==> src/rtl/ram8.sv <==
// ram8: eight-word register file; a 3-level dmux1_2 tree steers load, an 8-to-1 mux reads.
// Define RAM8_REGOUT_EN to register the read data (1-cycle read latency).
module ram8 #(
  parameter int WIDTH = 16
) (
  input  logic             clk,
  input  logic             rst_n,
  input  logic [WIDTH-1:0] in,
  input  logic [2:0]       address,
  input  logic             load,
  output logic [WIDTH-1:0] out,
  output logic [7:0]       load_vec
);

  logic [1:0]       lvl1;
  logic [3:0]       lvl2;
  logic [WIDTH-1:0] mem_q [8];
  logic [WIDTH-1:0] mem_d [8];
  logic [WIDTH-1:0] rd_d;

  // 1-to-2 demux: AND-gating keeps the outputs 0 when load is 0, even if sel is X.
  function automatic logic [1:0] dmux1_2(input logic d, input logic sel);
    dmux1_2 = {d & sel, d & ~sel};
  endfunction

  always_comb begin
    lvl1     = dmux1_2(load, address[2]);
    lvl2     = '0;
    load_vec = '0;
    for (int i = 0; i < 2; i++) begin
      lvl2[2*i +: 2] = dmux1_2(lvl1[i], address[1]);
    end
    for (int j = 0; j < 4; j++) begin
      load_vec[2*j +: 2] = dmux1_2(lvl2[j], address[0]);
    end
  end

  always_comb begin
    for (int k = 0; k < 8; k++) begin
      mem_d[k] = load_vec[k] ? in : mem_q[k];
    end
  end

  always_ff @(posedge clk or negedge rst_n) begin
    if (!rst_n) begin
      for (int k = 0; k < 8; k++) begin
        mem_q[k] <= '0;
      end
    end else begin
      for (int k = 0; k < 8; k++) begin
        mem_q[k] <= mem_d[k];
      end
    end
  end

  assign rd_d = mem_q[address];

`ifdef RAM8_REGOUT_EN
  logic [WIDTH-1:0] out_q;

  // Samples the pre-edge contents, so a same-address write shows up one edge later.
  always_ff @(posedge clk or negedge rst_n) begin
    if (!rst_n) begin
      out_q <= '0;
    end else begin
      out_q <= rd_d;
    end
  end

  assign out = out_q;
`else
  assign out = rd_d;
`endif

endmodule

==> config.mk <==
export PLATFORM = sky130hd
export DESIGN_NAME = ram8
export DESIGN_NICKNAME = d
export VERILOG_FILES = /design/src/rtl/ram8.sv
export SDC_FILE = /design/constraint.sdc
export NUM_CORES = 1
export LEC_CHECK = 0
export BUFFER_PORTS_ARGS = -buffer_cell sky130_fd_sc_hd__buf_2
export CAP_MARGIN = 20
export CORE_MARGIN = 2
export CORE_UTILIZATION = 31
export CTS_BUF_LIST = sky130_fd_sc_hd__clkbuf_16
export CTS_CLUSTER_DIAMETER = 200
export CTS_CLUSTER_SIZE = 20
export DETAILED_ROUTE_END_ITERATION = 6
export PLACE_DENSITY_LB_ADDON = 0.2
export SYNTH_ARGS = -nofsm -noshare
export SYNTH_HDL_FRONTEND = slang
export SYNTH_SLANG_ARGS = --single-unit
==> constraint.sdc <==
create_clock -name clk -period 2 [get_ports clk]
set_input_delay 0.3 -clock clk [delete_from_list [all_inputs] [get_ports clk]]
set_output_delay 0.3 -clock clk [all_outputs]
set_load 0.005 [all_outputs]
==> implementation parameters <==
Parameter                              Value

GRT
  Leftover overflow at the end of global routing ... 0
  Largest net degree at the start of global routing ... 66
  Global router's overall resource usage ... 14.5%
  Antenna violations before repair ... 0
  Vias in the first global route ... 3602
  Global-route wire length before repair ... 21500 um

STA
  Slew margin rel. ... 63.2%
  Final critical-path setup slack ... 0.00512 ns
  Max Fclk ... 501 MHz
  Total Negative Setup Slacks ... 0 ns
  Transition time at the pin with the least slew margin ... 0.552 ns
  RSZ-0062 raised after global routing ... yes
  Period minus WS final ... 1.99 ns
  Final Cycle Share ... 99.7%
  Worst clock skew on the final layout ... 0 ns
  Number of setup violations in the final report ... 0
  Number of pins with negative max-slew slack in the final report ... 0
  Hold slack ... 0.200 ns
  Number of endpoints with negative hold slack in the final report ... 0

Placement
  Pre-CTS setup slack ... 0.0155 ns
  Placed Area ... 6620 sq um
  Placer Congestion ... 0.674
  Number of port buffers ... 45
  Estimated wirelength of the detail-placed design ... 8590 um

Die
  Ports placed on the boundary ... 46
  Chip height ... 143 um
  Site Rows ... 50
  Width of the chip ... 143 um
  Initial cell density of the core ... 31.8%
  Placeable Area ... 18800 sq um
  Total Die Area ... 20300 sq um

Layout
  Final Util ... 38.8%
  Share of cells above drive strength 1 ... 66.6%
  Final Instance Area ... 7280 sq um
  Area taken by multi-input logic gates ... 2530 sq um
  Layout overhead on the synthesized area ... 22.2%
  Layout net count ... 434
  Register containing the most flip-flops in the final layout ... mem_q
  Flip-flop count of the largest register, all copies and words added ... 128
  Inserted Diodes ... 0
  Largest registers ranked by flip-flop count ... mem_q: 128 flops
  Fill cell count ... 1744
  Register area ... 3200 sq um

Pwr
  Leakage power ... 3.19 nW
  Clock share of power ... 37.5%
  Power share of the combinational group ... 19.2%
  Max IR drop VDD ... 579 uV
  Power per cell area ... 1100 nW/um^2
  Fraction of power consumed by sequential logic ... 43.2%
  Internal power ... 6.14 mW
  Switching power share of the total ... 23.5%
  Net Sw Power ... 1.88 mW

Setup path
  Critical Path Sink Type ... output pin
  Startpoint class of the critical path ... register
  Crit Path Max Fanout ... 2
  Data required time at the worst endpoint ... 1.70 ns
  Classification of the worst setup path ... register to output pin
  Worst endpoint data arrival time ... 1.69 ns

Synthesis
  Total standard cell area after synthesis ... 5960 sq um
  Fraction of the yosys area taken by sequential cells ... 53.7%
  Distinct cell type count of the synthesized netlist ... 14
  Count of synthesis-stage warnings from yosys ... 0
  Total nets after synthesis ... 360
  Top cells by count, synth ... sky130_fd_sc_hd__mux2_2, sky130_fd_sc_hd__dfrtp_1, sky130_fd_sc_hd__mux4_1
  Yosys top cell area share ... 53.7%
  Most common cell in the netlist ... sky130_fd_sc_hd__mux2_2
  Ranking of synthesized cells by area ... sky130_fd_sc_hd__dfrtp_1, sky130_fd_sc_hd__mux2_2, sky130_fd_sc_hd__mux4_1
  Flop and latch count out of synthesis ... 128
  Post-synth top area cell ... sky130_fd_sc_hd__dfrtp_1
  Flip-flop cell with the highest count after synthesis ... sky130_fd_sc_hd__dfrtp_1
  Cells after Synth ... 338
  Per-instance average area after synthesis ... 17.6 sq um
  Async set or reset register ratio after synthesis ... 100%
  Count of flip-flops with a built-in enable after synthesis ... 0

Routing
  Length of the first detailed-routing pass in iterations ... 4
  Number of remaining DRC errors ... 0
  Avg WL per Cell ... 20.7 um
  Post-DR vias/cell ... 4.96
  Wire length reported by the detailed router ... 13600 um
  Detailed-route via count ... 3267
  Drt initial violations ... 204
  Antenna Nets Post-Route ... 0

Clocking
  Root buffer selected by CTS ... sky130_fd_sc_hd__clkbuf_16
  Deepest clock path buffer count ... 2
  CTS sink count ... 128
  Clock Pin Slew Worst Setup and Hold Paths ... 0.05 ns
  Clock insertion delay at the later pin of the skew report ... 0.42 ns
  TritonCTS clock tree ... yes
  Level count of the clock H-tree ... 4
  Number of clock buffers inserted by TritonCTS ... 17

Job
  Maximum Capacitance Violations ... 0

Worst hold path
  Hold WC Path Type ... input port to register

Status
  Run status ... completed
[cells by family (layout without fill, tap and decap cells)]
| kind of cell | after synthesis | after routing | synth area share (%) |
|---|---|---|---|
| mux | 176 | 176 | 41.1 |
| flops | 128 | 128 | 53.7 |
| buf+inv | 26 | 113 | 2.90 |
| simple gates | 8 | 8 | 2.29 |
[what timing repair did]
item                                    CTS  global route
gates cloned                              0             0
hold buffers                              1             0
setup buffers                             2             5
hold endpoints to repair                  9             0
gates resized for setup                  24            31
pin swaps                                 0             0
endpoints found under the setup margin   13            16
[area by class of cell]
type | count | share of cell area [%]
Clock buffer | 17 | 5.84
Tap cell | 234 | 4.02
Sequential cell | 128 | 44.0
Inverter | 4 | 0.206
Timing Repair Buffer | 77 | 9.12
Clock inverter | 15 | 2.10
Multi-Input combinational cell | 184 | 34.7
[stage by stage]
step / instances / total power [mW]
floorplan: 338 / 4.33
global placement: 619 / 4.75
detailed placement: 619 / 4.82
CTS: 654 / 7.95
global route: 659 / 8.41
finish: 659 / 8.02
[layer usage]
metal	part of all wire [%]	GRT usage (%)	vias up
met1	46	18.7	1763
met2	49	23.2	47
met4	1.6	5.37	0
met3	2.8	4.12	18
li1	-	-	1439
met5	0	0	-
[critical path: stages (launching register included)]
cell	delay (ns)
sky130_fd_sc_hd__dfrtp_1	0.38
sky130_fd_sc_hd__mux4_2	0.48
sky130_fd_sc_hd__mux2_4	0.30
sky130_fd_sc_hd__buf_6	0.12
[power groups by stage]
stage	Clock, mW	Sequential, mW	Combinational, mW
5_1_grt	3.21	3.53	1.68
2_1_floorplan	0	3.36	0.966
3_3_place_gp	0	3.44	1.30
4_1_cts	3.09	3.45	1.42
3_5_place_dp	0	3.47	1.34
6_report	3.01	3.47	1.54
[path summary, 6_finish.rpt]
kind                           start          to  slack, ns  depth (start not counted)
setup / recovery           mem_q[32]      out[0]      0.005                          3
hold / removal                in[14]   mem_q[30]       0.20                          2
setup reg to reg           mem_q[22]   mem_q[22]       1.08                          2
hold reg to reg            mem_q[26]   mem_q[26]       0.49                          1
max in group asynchronous      rst_n   mem_q[97]       1.15                          3
min in group asynchronous      rst_n  mem_q[104]       0.26                          2
[cells in the final DEF (no fill, tap or decap)]
cell type | synthesis | routed
sky130_fd_sc_hd__inv_1 | 4 | 6
sky130_fd_sc_hd__bufinv_16 | 0 | 3
sky130_fd_sc_hd__mux2_2 | 139 | 125
sky130_fd_sc_hd__buf_6 | 6 | 13
sky130_fd_sc_hd__nand4b_4 | 2 | 2
sky130_fd_sc_hd__dfrtp_1 | 128 | 128
sky130_fd_sc_hd__nand4b_2 | 1 | 1
sky130_fd_sc_hd__mux4_2 | 4 | 32
sky130_fd_sc_hd__buf_12 | 0 | 9
sky130_fd_sc_hd__mux2_1 | 5 | 5
sky130_fd_sc_hd__buf_4 | 4 | 23
sky130_fd_sc_hd__buf_2 | 12 | 31
sky130_fd_sc_hd__and4bb_2 | 3 | 3
sky130_fd_sc_hd__clkbuf_16 | 0 | 17
sky130_fd_sc_hd__dlygate4sd3_1 | 0 | 1
sky130_fd_sc_hd__nor4b_4 | 1 | 1
sky130_fd_sc_hd__clkinv_1 | 0 | 2
sky130_fd_sc_hd__clkinvlp_4 | 0 | 3
sky130_fd_sc_hd__nand4_2 | 1 | 1
sky130_fd_sc_hd__clkinv_2 | 0 | 5
sky130_fd_sc_hd__mux2_4 | 0 | 14
No activity file was read; power rests on OpenSTA's default activity.
